[src/rtl/io_input_conditioner.sv]
// Board input conditioner: 2-flop sync, tick-sampled debounce, sticky press flags, registered IO read port.
// Define IO_BTN_IRQ_EN to add the irq output (OR of press flags, delayed one cycle).
module io_input_conditioner #(
  parameter int TICK_DIV       = 100000,
  parameter int STABLE_SAMPLES = 4
) (
  input  logic        clk,
  input  logic        rst,
  input  logic [15:0] sw_in,
  input  logic [4:0]  btn_in,
  input  logic        rd_en,
  input  logic [1:0]  rd_addr,
  output logic [31:0] rd_data,
  output logic [15:0] sw_level,
  output logic [4:0]  btn_level,
  output logic [4:0]  btn_pressed
`ifdef IO_BTN_IRQ_EN
  ,
  output logic        irq
`endif
);

  localparam int NB = 21;
  localparam int PW = (TICK_DIV > 2) ? $clog2(TICK_DIV) : 1;
  localparam logic [PW-1:0] PRESC_MAX = PW'(TICK_DIV - 1);
  localparam logic [3:0]    CNT_MAX   = 4'(STABLE_SAMPLES - 1);

  logic [NB-1:0] sync1_r;
  logic [NB-1:0] sync2_r;
  logic [PW-1:0] presc_r;
  logic          tick_s;
  logic [3:0]    cnt_r [NB];
  logic [3:0]    cnt_nxt_s [NB];
  logic [NB-1:0] level_r;
  logic [NB-1:0] level_nxt_s;
  logic [4:0]    btn_rise_s;
  logic [4:0]    pressed_r;
  logic [4:0]    pressed_nxt_s;
  logic          rd_clr_s;
  logic [31:0]   rd_mux_s;
  logic [31:0]   rd_data_r;

  assign tick_s     = (presc_r == PRESC_MAX);
  assign rd_clr_s   = rd_en && (rd_addr == 2'b11);
  assign btn_rise_s = level_nxt_s[20:16] & ~level_r[20:16];

  assign sw_level    = level_r[15:0];
  assign btn_level   = level_r[20:16];
  assign btn_pressed = pressed_r;
  assign rd_data     = rd_data_r;

  // Input synchronisers and debounce sample prescaler
  always_ff @(posedge clk) begin
    if (rst) begin
      sync1_r <= '0;
      sync2_r <= '0;
      presc_r <= '0;
    end else begin
      sync1_r <= {btn_in, sw_in};
      sync2_r <= sync1_r;
      if (tick_s) begin
        presc_r <= '0;
      end else begin
        presc_r <= presc_r + PW'(1);
      end
    end
  end

  // Per-bit debounce: a level flips on the STABLE_SAMPLES-th consecutive differing tick
  always_comb begin
    level_nxt_s = level_r;
    for (int i = 0; i < NB; i++) begin
      cnt_nxt_s[i] = cnt_r[i];
    end
    if (tick_s) begin
      for (int i = 0; i < NB; i++) begin
        if (sync2_r[i] == level_r[i]) begin
          cnt_nxt_s[i] = 4'd0;
        end else if (cnt_r[i] >= CNT_MAX) begin
          level_nxt_s[i] = ~level_r[i];
          cnt_nxt_s[i]   = 4'd0;
        end else begin
          cnt_nxt_s[i] = cnt_r[i] + 4'd1;
        end
      end
    end else begin
      level_nxt_s = level_r;
    end
  end

  // A press arriving on a clearing read survives, so no event is ever lost
  always_comb begin
    if (rd_clr_s) begin
      pressed_nxt_s = btn_rise_s;
    end else begin
      pressed_nxt_s = pressed_r | btn_rise_s;
    end
  end

  // Read address decode
  always_comb begin
    case (rd_addr)
      2'b00:   rd_mux_s = 32'd0;
      2'b01:   rd_mux_s = {16'd0, level_r[15:0]};
      2'b10:   rd_mux_s = {27'd0, level_r[20:16]};
      2'b11:   rd_mux_s = {27'd0, pressed_r};
      default: rd_mux_s = 32'd0;
    endcase
  end

  // Debounce state, press flags and read data registers
  always_ff @(posedge clk) begin
    if (rst) begin
      level_r   <= '0;
      pressed_r <= 5'd0;
      rd_data_r <= 32'd0;
      for (int i = 0; i < NB; i++) begin
        cnt_r[i] <= 4'd0;
      end
    end else begin
      level_r   <= level_nxt_s;
      pressed_r <= pressed_nxt_s;
      for (int i = 0; i < NB; i++) begin
        cnt_r[i] <= cnt_nxt_s[i];
      end
      if (rd_en) begin
        rd_data_r <= rd_mux_s;
      end else begin
        rd_data_r <= rd_data_r;
      end
    end
  end

`ifdef IO_BTN_IRQ_EN
  logic irq_r;

  // Interrupt follows the press flags one cycle later
  always_ff @(posedge clk) begin
    if (rst) begin
      irq_r <= 1'b0;
    end else begin
      irq_r <= |pressed_r;
    end
  end

  assign irq = irq_r;
`endif

endmodule

[config.mk]
export PLATFORM = sky130hd
export DESIGN_NAME = io_input_conditioner
export DESIGN_NICKNAME = d
export VERILOG_FILES = /design/src/rtl/io_input_conditioner.sv
export SDC_FILE = /design/constraint.sdc
export NUM_CORES = 1
export LEC_CHECK = 0
export ABC_AREA = 0
export CAP_MARGIN = 15
export CORE_MARGIN = 8
export CORE_UTILIZATION = 60
export CTS_CLUSTER_DIAMETER = 30
export DETAILED_ROUTE_END_ITERATION = 7
export PLACE_DENSITY = 0.89
export SYNTH_ARGS = -nofsm -noshare
export SYNTH_HDL_FRONTEND = slang
export SYNTH_SLANG_ARGS = --single-unit
[constraint.sdc]
create_clock -name clk -period 4.7 [get_ports clk]
set_clock_uncertainty 0.05 [all_clocks]
set_input_delay 0.47 -clock clk [delete_from_list [all_inputs] [get_ports clk]]
set_output_delay 0.47 -clock clk [all_outputs]
set_load 0.01 [all_outputs]
==> metrics.yaml, run 1 <==
synthToLayoutAreaGrowth_pct: 16.2
grt_max_degree: 102
cts_hold_buf: 0
fin_crit_sh_pct: 61.4
via_count: 5454
p_leak_nw: 3.52
grt_pass1_vias: 5368
wirelength_um: 15300
tns_ps: 0
startpoint: "presc_r[0]$_SDFF_PP0_"
worstSetupPathType: "register to register"
maxCapViolCount: 0
ios: 84
grtUsageTotal_pct: 19.8
regArea_um2: 3700
min_period_ps: 2890
die-area_um2: 15600
portBuffers: 67
power.density_nw_per_um2: 370
worstSkewPairLatency_ps: 430
drive_gt1_share_pct: 4.99
synth_edf_count: 0
gp_congestion: 0.779
antenna_found_initial: 0
async_flop_share_pct: 0
cts.clk_slew.worst_paths_ps: 60
postSynthAreaPerCell_um2: 9.52
cts-buffers-inserted: 17
cts_root_buf: "clkbuf_16"
endpoint: "level_r[13]$_SDFFE_PP0P_"
fmax_mhz: 347
post-route-drc-count: 0
post_cts_buffers: 0
cp_data_arrival_time_ps: 3160
synth_area_um2: 7110
layout_common_cells: "dfxtp_1 (185), nand2_1 (75), a21oi_1 (75), clkdlybuf4s50_1 (66)"
cts.sinks: 185
min_path_type: "register to register"
start_util_pct: 61.8
whs_ps: 385
worstReg2RegEnd: "level_r[13]$_SDFFE_PP0P_"
start_kind: "register"
num-fill-cells: 778
routed_via_density: 5.78
slew_headroom_pct: 29.0
rsz0062_at_grt: "no"
ff2ff_path_depth: 6
wl_per_cell_um: 16.2
dr.pass1.iters: 5
ys.flop_type: "dfxtp_1"
dieHeight_um: 125
ys_seq_elements: 185
total_power_mw: 3.06
clockBufferDepth: 2
tightest_slew_ps: 1060
ys_warn_count: 0
htreeDepth: 4
end_kind: "register"
status: "finished, final reports clean"
r2r_start: "presc_r[0]$_SDFF_PP0_"
fin_nets: 838
grt_pass1_wl_um: 25500
dieWidth_um: 125
setup_viol: 0
hpwl_um: 9900
cp.required_ps: 4970
slew_violations: 0
multi_input_area_um2: 3110
netlist-cell-type-count: 34
hold_viol: 0
ys_seq_area_share_pct: 52.1
core.rowCount: 39
post_cts_resized: 0
critical_path.max_fanout: 54
n_antenna_cell: 0
syn_inst: 747
final_common_cell: "dfxtp_1"
ff2ff_setup_slack_ps: 1810
cts_tree: "built"
drt_iter0_drc: 319
ir_drop_uv: 264
grt-ovfl-total: 0
coreArea_um2: 11500
ant_nets: 0
-- logic make-up after synthesis --
kind of cell,count (synthesis),share of synthesized area [%]
xor gates and xnor gates,35,4.31
other,1,0.0527
adders and majority gates,22,3.87
buffers and inverters,64,5.00
AOI/OAI and AO/OA,113,9.85
DFF,185,52.1
muxes,5,0.792
and+or+nand+nor,322,24.0
-- state kept, by name, indices dropped and copies added, names as in the netlist --
| name | flops |
|---|---|
| cnt_r | 84 |
| sync2_r | 21 |
| rd_data | 16 |
| level_r | 21 |
| presc_r | 17 |
| sync1_r | 21 |
| btn_pressed | 5 |
-- worst min-delay path by stage --
stage	from	to	slack, ps	depth (start not counted)
after CTS	sync1_r[2]$_SDFF_PP0_	sync2_r[2]$_SDFF_PP0_	390	1
after global routing	sync1_r[2]$_SDFF_PP0_	sync2_r[2]$_SDFF_PP0_	410	1
after floorplan	sync1_r[0]$_SDFF_PP0_	sync2_r[0]$_SDFF_PP0_	360	1
after detailed placement	sync1_r[2]$_SDFF_PP0_	sync2_r[2]$_SDFF_PP0_	370	1
final	sync1_r[2]$_SDFF_PP0_	sync2_r[2]$_SDFF_PP0_	390	1
after global placement	sync1_r[17]$_SDFF_PP0_	sync2_r[17]$_SDFF_PP0_	370	1
-- Yosys cell counts (all sizes together) (4+ instances only) --
cell / number / area [um^2]
nand3b: 26 / 195
xnor2: 29 / 254
nor2b: 54 / 338
nand4: 7 / 43.8
a21oi: 75 / 375
buf: 32 / 235
mux2: 5 / 56.3
and3: 43 / 269
nor2: 54 / 203
nand2: 75 / 282
a22oi: 5 / 37.5
ha: 22 / 275
or3: 21 / 131
xor2: 6 / 52.6
a41o: 21 / 210
nand3: 28 / 140
and4: 4 / 35.0
o21ai: 5 / 25.0
dfxtp: 185 / 3700
clkbuf: 31 / 116
a211oi: 5 / 37.5
-- power breakdown --
group / switching (mW) / internal [mW] / total (mW)
registers: 0.0114 / 1.59 / 1.60
clock network: 0.556 / 0.801 / 1.36
logic: 0.0587 / 0.0414 / 0.100
-- worst max-delay path: stages, from the launching register on --
cell     delay [ps]
dfxtp_1         390
ha_1            250
and4_1          310
and4_2          960
buf_4           460
a21oi_1         140
a41o_1          220
-- layer usage --
layer  track usage (%)  vias up  wire [um]
met5                 0        -          0
met4              10.7        0        394
met3              4.71       33        692
met2              34.2      155       7810
met1              22.1     2635       6370
li1                  -     2631          -
-- final cells by class --
class | count | area share [%]
multi-input combinational | 513 | 37.6
timing repair buffer | 72 | 8.54
clock buffer | 22 | 5.62
tap | 143 | 2.17
clock inverter | 8 | 1.18
inverter | 1 | 0.0454
sequential | 185 | 44.8
-- metrics by stage --
step | instances | util (%) | instance area, um^2 | worst slack, ps
after floorplan | 762 | - | 7170 | 2880
after global placement | 914 | 66.9 | 7700 | 1850
after detailed placement | 914 | 66.9 | 7700 | 1680
after CTS | 944 | 71.8 | 8260 | 1870
after global routing | 944 | 71.8 | 8260 | 1630
final | 944 | 71.8 | 8260 | 1810
Note: power is estimated with default switching activity, not from simulation.
==> run 2: changes to the inputs <==
CORE_UTILIZATION = 50   (was 60)
PLACE_DENSITY = 0.79   (was 0.89)
clock period = 2.4 ns   (was 4.7 ns; I/O delays follow)
==> run 2 against run 1 <==
Global-route usage is 3.8 points lower. Non-clock buffer count is 7 higher. Count of clock-buffer cells in the layout is 5 lower. Sequential power is 96% higher. Sequential share of layout area is 1.1 points lower. Via count is 5.5% lower. Critical path type unchanged. Largest cell class unchanged. Highest routed layer unchanged.
==> metrics.yaml, run 2 (synthesis results as in run 1) <==
setup_viol: 0  # unchanged
p_switching_mw: 1.36  # +120%
critical_path.max_fanout: 49  # -9.3%
cp_data_arrival_time_ps: 2270  # -890 ps
dr.pass1.iters: 4  # -1
ir_drop_uv: 493  # +87%
grt_pass1_vias: 5001  # -6.8%
p_int_mw: 4.86  # +100%
cts-buffers-inserted: 17  # unchanged
total_power_mw: 6.22  # +100%
largest_register_ffs: 84  # unchanged
hpwl_um: 8930  # -9.7%
cts_hold_buf: 0  # unchanged
maxCapViolCount: 0  # unchanged
ios: 84  # unchanged
grt_max_degree: 102  # unchanged
regMostFlops: "cnt_r"
dieWidth_um: 135  # +8.3%
cts.sinks: 185  # unchanged
layout.cells.non_filler: 990  # +4.9%
drt_iter0_drc: 329  # +3.1%
tns_ps: 0  # unchanged
drive_gt1_share_pct: 6.42  # +1.4 points
worstSkewPairLatency_ps: 430  # about the same
clockBufferDepth: 2  # unchanged
post-route-drc-count: 0  # unchanged
final_common_cell: "dfxtp_1"
cp.required_ps: 2700  # -2270 ps
grtUsageTotal_pct: 16.0  # -3.8 points
wl_per_cell_um: 14.3  # -12%
wirelength_um: 14100  # -7.4%
cts.clk_slew.worst_paths_ps: 70  # about the same
hold_viol: 0  # unchanged
power.density_nw_per_um2: 735  # +99%
fin_crit_sh_pct: 82.0  # +21 points
pwr-share-comb_pct: 3.3  # about the same
grt_pass1_wl_um: 23800  # -6.6%
swShare_pct: 21.8  # +1.3 points
portBuffers: 67  # unchanged
start_kind: "register"
min_path_cells: 3  # +2
end_kind: "register"
fin_nets: 845  # +0.84%
gp_congestion: 0.809  # +3.8%
crit_chain: "ha_1, and4_1, and4_2, buf_12, nand2_1, o21ai_0"
p_leak_nw: 3.59  # +2.1%
synthToLayoutAreaGrowth_pct: 19.1
fin_ws_ps: 432  # -1380 ps
min_period_ps: 1970  # -917 ps
post_cts_resized: 0  # unchanged
rsz0062_at_grt: "no"
dp.cells: 958  # +4.8%
antenna_found_initial: 0  # unchanged
dieHeight_um: 135  # +8.3%
n_antenna_cell: 0  # unchanged
p_seq_share_pct: 50.3  # -2.0 points
layout_common_cells: "dfxtp_1 (185), nand2_1 (75), a21oi_1 (75), clkdlybuf4s50_1 (66)"
slew_violations: 0  # unchanged
status: "finished, final reports clean"
cts_root_buf: "clkbuf_16"
start_util_pct: 51.2  # -11 points
cts_tree: "built"
fmax_mhz: 508  # +47%
worstSetupPathType: "register to register"
coreArea_um2: 13900  # +21%
routed_via_density: 5.21  # -9.9%
core.rowCount: 43  # +10%
min_path_type: "input port to register"
via_count: 5156  # -5.5%
htreeDepth: 4  # unchanged
pre_cts_ws_ps: 473  # -1200 ps
ff2ff_path_depth: 6  # unchanged
slowest_delay_ps: 370  # -590 ps
grt-ovfl-total: 0  # unchanged
ant_nets: 0  # unchanged
post_cts_buffers: 0  # unchanged
cpMaxStageDelayCell: "dfxtp_1"
p_clk_share_pct: 46.4  # +2.0 points
die-area_um2: 18300  # +17%
[run 2: layout make-up]
class	instances	area, um^2
timing repair buffer	79	808
sequential	185	3700
clock inverter	15	190
multi-input combinational	513	3110
clock buffer	17	425
inverter	1	3.75
fill	1171	5410
tap	180	225
[run 2: power groups by stage]
stage	sequential (mW)	combinational [mW]	clock (mW)
6_report	3.13	0.206	2.89
5_1_grt	3.13	0.227	3.07
4_1_cts	3.13	0.207	2.95
3_5_place_dp	3.20	0.206	0
3_3_place_gp	3.20	0.203	0
2_1_floorplan	3.20	0.137	0
[run 2: through the flow]
step	util [%]	hold WS (ps)	instance area [um^2]
2_1_floorplan	-	318	7170
3_3_place_gp	56.6	367	7850
3_5_place_dp	56.6	372	7850
4_1_cts	61.0	173	8470
5_1_grt	61.0	195	8470
6_report	61.0	190	8470
[run 2: final timing paths]
check / startpoint / endpoint / slack [ps]
worst max-delay path: presc_r[0]$_SDFF_PP0_ / btn_pressed[1]$_SDFF_PP0_ / 430
worst min-delay path: rst / cnt_r[2][11]$_SDFFE_PP0N_ / 190
worst max register to register: presc_r[0]$_SDFF_PP0_ / btn_pressed[1]$_SDFF_PP0_ / 430
worst min register to register: sync1_r[9]$_SDFF_PP0_ / sync2_r[9]$_SDFF_PP0_ / 380
[run 2: critical path, delay by kind of cell (launching register included)]
family,cells,cell delay [ps]
compound gates,1,210
fa+ha+maj,1,230
buf+inv,1,230
flops,1,370
simple gates,3,780
[run 2: routing by layer]
layer  vias up  part of all wire, %  global-route usage [%]
li1       2645                    -                       -
met1      2426                   46                    19.1
met2        67                   49                    26.7
met3        18                  3.0                    4.38
met4         0                  1.6                    6.35
met5         -                    0                       0
==> run 3: changes to the inputs <==
clock period = 1.8 ns   (was 2.4 ns; I/O delays follow)
==> run 3 against run 2 <==
Critical path depth unchanged. Largest cell class unchanged. Highest routed layer unchanged. Combinational power up 36%. Cell count up 2.3%. Clock power up 26%. Worst setup slack worse by 340 ps.
==> metrics.yaml, run 3 (synthesis results as in run 1) <==
power.density_nw_per_um2: 935  # +27%
min_period_ps: 1710  # -257 ps
crit_path_frequent_cell: "and4_4"
cts_root_buf: "clkbuf_16"
ir_drop_uv: 654  # +33%
num-fill-cells: 1134  # -3.2%
dr.pass1.iters: 4  # unchanged
dieHeight_um: 135  # unchanged
dp.cells: 979  # +2.2%
wirelength_um: 14500  # +2.8%
wl_per_cell_um: 14.3  # +0.43%
tns_ps: 0  # unchanged
cts.sinks: 185  # unchanged
largest_register_ffs: 84  # unchanged
drive_gt1_share_pct: 9.24  # +2.8 points
antenna_found_initial: 0  # unchanged
worstSetupPathType: "register to register"
synthToLayoutAreaGrowth_pct: 21.7
via_count: 5257  # +2.0%
die-area_um2: 18300  # unchanged
post-route-drc-count: 0  # unchanged
ios: 84  # unchanged
fin_nets: 868  # +2.7%
grt_pass1_wl_um: 24500  # +3.1%
regMostFlops: "cnt_r"
pre_cts_ws_ps: -8.04  # -481 ps
grt_pass1_vias: 5146  # +2.9%
slowest_delay_ps: 350  # -20 ps
cts_tree: "built"
clockBufferDepth: 2  # unchanged
portBuffers: 67  # unchanged
tightest_slew_ps: 607
layout.cells.non_filler: 1013  # +2.3%
min_path_type: "input port to register"
end_kind: "register"
start_util_pct: 51.2  # unchanged
routed_via_density: 5.19  # -0.36%
cp_data_arrival_time_ps: 1970  # -300 ps
fmax_mhz: 584  # +15%
final_util_pct: 62.3  # +1.3 points
cp.required_ps: 2060  # -640 ps
grtUsageTotal_pct: 16.4  # +0.39 points
dieWidth_um: 135  # unchanged
maxCapViolCount: 0  # unchanged
whs_ps: 255  # +65.1 ps
placed_area_um2: 8000  # +1.9%
cts-buffers-inserted: 17  # unchanged
post_cts_buffers: 0  # unchanged
cpMaxStageDelayCell: "dfxtp_1"
layout_common_cells: "dfxtp_1 (185), nand2_1 (75), a21oi_1 (75), clkdlybuf4s50_1 (66)"
critical_path.max_fanout: 16  # -67%
hpwl_um: 9350  # +4.6%
slew_violations: 0  # unchanged
slew_headroom_pct: 59.5
p_leak_nw: 3.70  # +3.1%
n_antenna_cell: 0  # unchanged
total_power_mw: 8.09  # +30%
status: "finished, final reports clean"
fin_area_um2: 8650  # +2.2%
start_kind: "register"
coreArea_um2: 13900  # unchanged
cts.clk_slew.worst_paths_ps: 60  # about the same
htreeDepth: 4  # unchanged
ant_nets: 0  # unchanged
multi_input_area_um2: 3140  # +1.0%
grt_max_degree: 62  # -39%
final_common_cell: "dfxtp_1"
fin_ws_ps: 88.6  # -343 ps
drt_iter0_drc: 366  # +11%
crit_chain: "ha_2, and4_4, and4_4, buf_6, a21oi_1, a41o_1"
worstSkewPairLatency_ps: 420  # about the same
setup_viol: 0  # unchanged
core.rowCount: 43  # unchanged
fin_crit_sh_pct: 95.1  # +13 points
hold_viol: 0  # unchanged
rsz0062_at_grt: "yes"
grt-ovfl-total: 0  # unchanged
regArea_um2: 3700  # unchanged
gp_congestion: 0.842  # +4.1%
-- run 3: cell count changes in the layout (fill, tap and decap cells not counted), moves of 2 or more --
| cell | before | now |
|---|---|---|
| and4_4 | 0 | 2 |
| buf_4 | 9 | 29 |
| buf_6 | 0 | 2 |
| clkbuf_1 | 0 | 2 |
| clkbuf_8 | 0 | 2 |
| clkinv_2 | 0 | 4 |
| clkinvlp_4 | 4 | 2 |
| inv_6 | 7 | 1 |
| o21ai_0 | 5 | 1 |
| o21ai_1 | 0 | 4 |
-- run 3: layer usage --
layer	wire length, um	vias up	global-route usage [%]
met5	0	-	0
met4	262	0	6.66
met3	435	19	3.75
met2	6980	79	27.2
met1	6850	2463	20.1
li1	-	2696	-
-- run 3: layout make-up --
type                       count  share of cell area, %
sequential                   185                   42.8
multi-input combinational    513                   36.3
timing repair buffer         102                   11.5
clock buffer                  21                   5.32
tap                          180                   2.60
clock inverter                11                   1.40
inverter                       1                 0.0434
-- run 3: what timing repair did --
action                                  4_1_cts  5_1_grt
gates resized for setup                       3        9
cloned                                        0        1
endpoints found under the setup margin       18       62
endpoints found under the hold margin         1        0
hold buffers                                  1        0
-- run 3: critical path, delay by kind of cell, from the launching register on --
kind	cells	cell delay (ps)
simple gates	2	540
flops	1	350
compound gates	2	290
buf+inv	1	190
fa+ha+maj	1	180
-- run 3: final timing paths --
path / start / cells after the start / endpoint / slack (ps)
worst max-delay path: presc_r[1]$_SDFF_PP0_ / 6 / level_r[7]$_SDFFE_PP0P_ / 90
worst min-delay path: sw_in[15] / 2 / sync1_r[15]$_SDFF_PP0_ / 250
worst max register to register: presc_r[1]$_SDFF_PP0_ / 6 / level_r[7]$_SDFFE_PP0P_ / 90
worst min register to register: sync1_r[13]$_SDFF_PP0_ / 1 / sync2_r[13]$_SDFF_PP0_ / 380
-- run 3: power by group --
group,internal (mW),total [mW],switching (mW)
clock network,2.12,3.64,1.52
logic,0.127,0.281,0.154
registers,4.15,4.17,0.0259
total,6.39,8.09,1.70
